--- src/rtl/seq_multiplier.sv ---
// Sequential shift-add unsigned multiplier.
// Takes one shift-add step per clock for MPLIER_WIDTH clocks, independent of the
// operand values, and then presents the low RESULT_WIDTH bits of the exact
// product together with an overflow flag.
//
// Ports:
//   clk          - single clock, rising edge
//   reset        - synchronous active-high reset, has priority over start
//   start        - request pulse, accepted only when no operation is running
//   multiplicand - unsigned operand A, sampled with start
//   multiplier   - unsigned operand B, sampled with start
//   product      - low RESULT_WIDTH bits of A*B, held until the next completion
//   overflow     - full product does not fit in RESULT_WIDTH bits
//   busy         - operation in progress
//   done         - one-cycle completion pulse
module seq_multiplier #(
    parameter int unsigned MCAND_WIDTH  = 32,
    parameter int unsigned MPLIER_WIDTH = 32,
    parameter int unsigned RESULT_WIDTH = 32
) (
    input  logic                    clk,
    input  logic                    reset,
    input  logic                    start,
    input  logic [MCAND_WIDTH-1:0]  multiplicand,
    input  logic [MPLIER_WIDTH-1:0] multiplier,
    output logic [RESULT_WIDTH-1:0] product,
    output logic                    overflow,
    output logic                    busy,
    output logic                    done
);

    localparam int unsigned ACC_W = MCAND_WIDTH + MPLIER_WIDTH;
    localparam int unsigned CNT_W = (MPLIER_WIDTH > 1) ? $clog2(MPLIER_WIDTH) : 1;
    localparam logic [CNT_W-1:0] LAST_STEP = CNT_W'(MPLIER_WIDTH - 1);

    typedef enum logic [1:0] {
        IDLE = 2'd0,
        RUN  = 2'd1,
        DONE = 2'd2
    } state_t;

    state_t            state;
    state_t            state_nxt;
    logic              load_c;
    logic              last_c;
    logic              ovf_c;

    logic [ACC_W-1:0]        a_sh;
    logic [MPLIER_WIDTH-1:0] b_sh;
    logic [ACC_W-1:0]        acc;
    logic [CNT_W-1:0]        step;

    // State register
    always_ff @(posedge clk) begin
        if (reset) begin
            state <= IDLE;
        end else begin
            state <= state_nxt;
        end
    end

    // Next-state logic; a new request is accepted from IDLE and from DONE
    always_comb begin
        state_nxt = state;
        load_c    = 1'b0;
        last_c    = (step == LAST_STEP);
        case (state)
            IDLE: begin
                if (start) begin
                    load_c    = 1'b1;
                    state_nxt = RUN;
                end
            end
            RUN: begin
                if (last_c) begin
                    state_nxt = DONE;
                end
            end
            DONE: begin
                if (start) begin
                    load_c    = 1'b1;
                    state_nxt = RUN;
                end else begin
                    state_nxt = IDLE;
                end
            end
            default: begin
                state_nxt = IDLE;
            end
        endcase
    end

    // Shift-add datapath; A is kept at full accumulator width so no bit is lost
    always_ff @(posedge clk) begin
        if (reset) begin
            a_sh <= '0;
            b_sh <= '0;
            acc  <= '0;
            step <= '0;
        end else if (load_c) begin
            a_sh <= ACC_W'(multiplicand);
            b_sh <= multiplier;
            acc  <= '0;
            step <= '0;
        end else if (state == RUN) begin
            if (b_sh[0]) begin
                acc <= acc + a_sh;
            end
            a_sh <= a_sh << 1;
            b_sh <= b_sh >> 1;
            step <= step + CNT_W'(1);
        end
    end

    // Overflow exists only when the result is narrower than the full product
    generate
        if (RESULT_WIDTH < ACC_W) begin : g_ovf
            assign ovf_c = |acc[ACC_W-1:RESULT_WIDTH];
        end else begin : g_no_ovf
            assign ovf_c = 1'b0;
        end
    endgenerate

    // Registered outputs; the result is captured while the FSM sits in DONE
    always_ff @(posedge clk) begin
        if (reset) begin
            product  <= '0;
            overflow <= 1'b0;
            busy     <= 1'b0;
            done     <= 1'b0;
        end else begin
            busy <= (state == RUN);
            done <= (state == DONE);
            if (state == DONE) begin
                product  <= acc[RESULT_WIDTH-1:0];
                overflow <= ovf_c;
            end
        end
    end

endmodule

--- config.mk ---
export PLATFORM = sky130hd
export DESIGN_NAME = seq_multiplier
export DESIGN_NICKNAME = d
export VERILOG_FILES = /design/src/rtl/seq_multiplier.sv
export SDC_FILE = /design/constraint.sdc
export NUM_CORES = 1
export LEC_CHECK = 0
export BUFFER_PORTS_ARGS = -buffer_cell sky130_fd_sc_hd__buf_2
export CAP_MARGIN = 20
export CELL_PAD_IN_SITES_DETAIL_PLACEMENT = 0
export CELL_PAD_IN_SITES_GLOBAL_PLACEMENT = 1
export CORE_ASPECT_RATIO = 0.5
export CORE_MARGIN = 3
export CORE_UTILIZATION = 40
export DETAILED_ROUTE_END_ITERATION = 8
export GPL_TIMING_DRIVEN = 1
export PLACE_DENSITY_LB_ADDON = 0.3
export REMOVE_ABC_BUFFERS = 1
export SYNTH_ARGS = -nofsm -noshare
export SYNTH_HDL_FRONTEND = slang
export SYNTH_SLANG_ARGS = --single-unit
--- constraint.sdc ---
create_clock -name clk -period 5.9 [get_ports clk]
set_input_delay 1.18 -clock clk [delete_from_list [all_inputs] [get_ports clk]]
set_output_delay 1.18 -clock clk [all_outputs]
set_load 0.03 [all_outputs]
Yosys cells after proc, flatten, opt, wreduce, memory -nomap -nowiden
Cells that the tools add are included.
{"block": "classes", "addsub": 2, "multipliers": 0, "n_div": 0, "order_cmp": 0, "n_eq_ne": 5, "n_shift": 0, "mux": 10, "bitwise_logic": 0, "n_reduce_logical": 7}
{"operator": "32-bit 2-to-1 mux", "n": 4}
{"operator": "64-bit adder", "n": 1}
{"operator": "32-bit OR reduction", "n": 1}
{"operator": "2-bit case mux with 3 select lines", "n": 1}
{"operator": "5-bit by 1-bit adder with 5-bit output, second input constant", "n": 1}
{"operator": "5-bit equality test, second input constant", "n": 1}
{"operator": "2-bit 2-to-1 mux", "n": 2}
{"operator": "2-bit inequality test, second input constant", "n": 2}
{"operator": "2-bit AND reduction", "n": 2}
{"operator": "2-bit OR reduction", "n": 2}
{"operator": "1-bit 2-to-1 mux", "n": 3}
{"operator": "2-bit by 1-bit equality test with 1-bit output, second input constant", "n": 1}
{"operator": "2-bit equality test, second input constant", "n": 1}
{"operator": "2-bit zero test", "n": 1}
{"operator": "2-bit nonzero test", "n": 1}
{"block": "word_totals", "ff_bits": 202, "latchBits": 0, "ram_bits": 0, "mem_bits_ro": 0, "out_inout_bits": 35, "word_cells": 34, "n_memories": 0}

Depth between registers and ports, before layout
{"block": "logic_depth", "word_depth": 4, "mapped_depth": 12, "depth_no_buf": 12}

Worst setup path before layout
No wires, ideal clock.
{"block": "synth_path", "path_type": "reg-to-reg", "from": "register a_sh[0]", "to": "register acc[54]", "setup_ps": 122, "t_arrival_ps": 2637, "t_required_ps": 5778, "path_slack_ps": 3141, "stages_incl_launch_ff": 13, "n_path_buf": 0, "synth_period_minus_slack_ps": 2759, "path_cell_list": "dfxtp_1 -> ha_1 -> fa_1 -> a21oi_1 -> o21ai_1 -> a211oi_4 -> o31ai_4 -> and4b_4 -> o21ai_2 -> nand3b_1 -> a21oi_1 -> nor3_1 -> a221o_1"}
{"block": "synth_between", "elab_chain_cells": 1}
{"item": "start: declaration", "line_no": "48", "text": "logic [ACC_W-1:0] a_sh;"}
{"item": "start signal: assignment", "line_no": "101", "text": "a_sh <= ACC_W'(multiplicand);"}
{"item": "start signal: assignment", "line_no": "109", "text": "a_sh <= a_sh << 1;"}
{"item": "64-bit adder", "line_no": "107", "text": "acc <= acc + a_sh;"}
{"item": "end signal: assignment", "line_no": "107"}
{"item": "end: declaration", "line_no": "50", "text": "logic [ACC_W-1:0] acc;"}
Every way passes these cells.
A chain may end at the register's enable or synchronous reset.

Worst setup path after layout
Same ends and word-level chain as after synthesis.

==> summary.md <==
| Metric | Value |
|---|---|
| RSZ-0062 raised after global routing | `false` |
| Reg2Reg Setup Slack | `around 2.7 ns` |
| WHS Endpoint | `product[11]` |
| Initial DRC count | `between 600 and 700` |
| Crit-path leading delay family | `compound AO/OA/AOI/OAI gates` |
| Boundary Pins | `102` |
| Status | `complete, no violations` |
| Total number of vias | `~10000` |
| Reg2Reg Depth | `12` |
| Yosys reg bits | `202` |
| Most frequent cells in the layout | `nand2_1, a21oi_1, dfxtp_1, buf_2, nor2_1` |
| # DRC | `0` |
| Crit path required time | `approximately 6.3 ns` |
| Final setup skew | `around 0.011 ns` |
| Crit path cell chain | `ha_1 -> fa_1 -> a21oi_1 -> o21ai_1 -> a211oi_4 -> o31ai_4 -> and4b_4 -> o21ai_2 -> nand3b_1 -> a21oi_1 -> nor3_1 -> a221o_1` |
| Hold-fix buffers, CTS | `0` |
| Initial antenna violation count | `0` |
| Post-CTS setup buffer count | `0` |
| Setup ws final | `2.677 ns` |
| P per Cell Area | `approximately 250 nW/µm²` |
| Worst Hold Class | `reg2reg` |
| Seq/Total Area, Yosys | `36.62%` |
| DP HPWL | `~22000 µm` |
| Routed WL | `31150 µm` |
| Cell count after synthesis | `between 1000 and 1500` |
| TritonCTS buffer count | `21` |
| Slew @ Worst Pin | `between 1 and 1.5 ns` |
| Crit. End Element | `register` |
| P&R area growth vs syn | `13.00%` |
| Tcrit/Tclk final | `between 50% and 60%` |
| First-pass GRT wire length | `50020 µm` |
| Routed len/inst | `16.76 µm` |
| Setup slack at placement | `2.269 ns` |
| CTS clk-pin slew, worst paths | `roughly 0.060 ns` |
| Finished Core Util | `46.55%` |
| CTS resizes | `0` |
| Core Area | `26800 µm²` |
| P_leak | `around 5 nW` |
| Largest net degree at the start of global routing | `approximately 100` |
| Fmax | `slightly above 300 MHz` |
| Commonest non-fill, non-tap cell in the layout | `nand2_1` |
| Clk_lat worst skew | `around 0.51 ns` |
| Site Rows | `42` |
| Top sig layer | `met4` |
| R2R Path End | `acc[54]` |
| DRT met1 WL | `15690 µm` |
| Layout cells sized above 1 | `11.42%` |
| Final setup fails | `0` |
| Fin crit period | `3.223 ns` |
| Num Clock Sinks | `roughly 200` |
| Post-synth EDFFs | `0` |
| Startpoint class of the critical path | `register` |
| Worst Path Arrival | `3.62 ns` |
| Vias/cell | `between 5 and 6` |
| Placer Congestion | `0.9327` |
| CTS tree | `built` |
| Hold Fails Final Rpt | `0` |
| H-tree level count | `1` |
| CP peak stage delay | `0.42 ns` |
| HP Start | `product[11]` |
| Max Cap Viol | `0` |
| Number of buffers and inverters on the critical path | `0` |
| Number of fillers in the final layout | `approximately 2700` |
| Layout Nets | `1627` |
| VDD IR max | `approximately 150 µV` |
| Yosys warning count | `0` |
| Grt ovf | `0` |
| Met3 wire length | `between 1000 and 1500 µm` |
| Clock Path Buffers | `3` |
| ANT nets after route | `0` |
| Worst path slowest cell | `fa_1` |
| GRT Util Overall | `about a fifth` |
| Yosys cell types | `63` |
| Post-synthesis cell area | `11040 µm²` |
| Met2 WL | `13600 µm` |
| Initial Util | `between 40% and 50%` |
| R2r startpoint | `a_sh[0]` |
| ANT cells | `0` |
| Setup CP Type | `reg2reg` |
| Die ar. | `a little under 30000 µm²` |
| Most frequent CP cell | `a21oi_1` |
| Main flop type after synthesis | `dfxtp_1` |
| Root Driver | `clkbuf_16` |
| Syn avg cell area | `approximately 7.6 µm²` |
| Die extent in x | `roughly 240 µm` |
| Slew HR | `between 20% and 30%` |
| Detailed Routing Iterations Pass 1 | `5` |
| Die Y | `123.5 µm` |
| Max-slew violation count | `0` |
| Hold depth | `2` |
| Port bufs | `just over 100` |
| CP Max Fanout | `4` |
| Vias in the first global route | `a little under 10000` |
| Post-synthesis async set-or-reset flop share | `0%` |
==> layout make-up <==
class	instances	area, µm²	share of cell area [%]
Clock inverter	8	118.9	0.9527
Sequential cell	202	4044	32.41
Multi-Input combinational cell	1138	6583	52.76
Timing Repair Buffer	115	633.1	5.074
Tap cell	352	440.4	3.530
Inverter	16	60.06	0.4813
Clock buffer	27	598.1	4.793
==> flip-flops by register name, summed over array words and instances, names as in the netlist <==
register,flops
state,2
b_sh,32
product,32
step,5
busy,1
a_sh,64
done,1
overflow,1
acc,64
==> per-layer routing <==
layer / vias to the layer above / global-route usage (%)
met3: 40 / 2.830
met1: 4861 / 29.09
li1: 5208 / -
met4: 0 / 4.769
met2: 191 / 33.65
met5: - / 0
==> worst reg2reg max path, delay by kind of cell (launching register included) <==
family,cells,cell delay [ns]
compound gates,7,1.64
fa+ha+maj,2,0.66
simple gates,3,0.50
flops,1,0.32
==> cell families (layout without fill, tap and decap cells) <==
logic type      Yosys count  count (layout)  synth area share (%)
compound gates          442             442                 25.61
xor+xnor                 51              51                 4.045
buf+inv                 115             166                 3.966
flops                   202             202                 36.62
simple gates            576             576                 21.94
fa+ha+maj                66              66                 7.547
mux                       3               3                0.2720
==> worst max-delay path by stage <==
| stage | depth (start not counted) | startpoint | end | slack (ns) |
|---|---|---|---|---|
| 2_1_floorplan | 6 | state[0] | acc[40] | -0.30 |
| 3_3_place_gp | 8 | start | acc[40] | 2.31 |
| 3_5_place_dp | 8 | start | acc[62] | 2.27 |
| 4_1_cts | 12 | a_sh[0] | acc[54] | 2.69 |
| 5_1_grt | 12 | a_sh[0] | acc[40] | 2.46 |
| 6_report | 12 | a_sh[0] | acc[54] | 2.68 |
==> Yosys cell counts (all sizes together), types with 5 or more instances <==
cell	number	share of area, %
xor2	19	1.5
nor2	97	3.3
a21oi	204	9.3
buf	9	0.35
inv	16	0.54
a21o	47	3.2
and3	12	0.68
dfxtp	202	37
o21ai	47	2.2
xnor2	32	2.5
a211oi	7	0.59
a22oi	27	1.8
nand4	22	1.2
a31oi	8	0.59
a221o	6	0.54
nand3	15	0.73
nand2	365	12
o21bai	18	1.3
clkbuf	90	3.1
o211ai	7	0.48
a311oi	32	2.5
o22ai	6	0.34
o21a	8	0.54
ha	65	7.4
nor3	28	1.3
o31ai	5	0.46
nor4	10	0.57
==> stage by stage <==
stage          setup TNS, ns  total power [W]  instance area, µm²  std cells  hold WS, ns
5_1_grt                    0         0.003222               12480       1858       0.4675
3_5_place_dp               0         0.001721               11760       1823       0.4443
6_report                   0         0.003096               12480       1858       0.4521
2_1_floorplan        -0.7715         0.001614               10660       1356       0.4406
4_1_cts                    0         0.003139               12480       1858       0.4533
3_3_place_gp               0         0.001710               11730       1822       0.4400
==> report_power, final <==
part | switching [W] | internal [W]
Combinational | 0.000168 | 0.0000894
Clock | 0.000564 | 0.000843
Sequential | 0.0000288 | 0.00140
Total | 0.000760 | 0.00234
No activity file was read; power rests on OpenSTA's default activity.
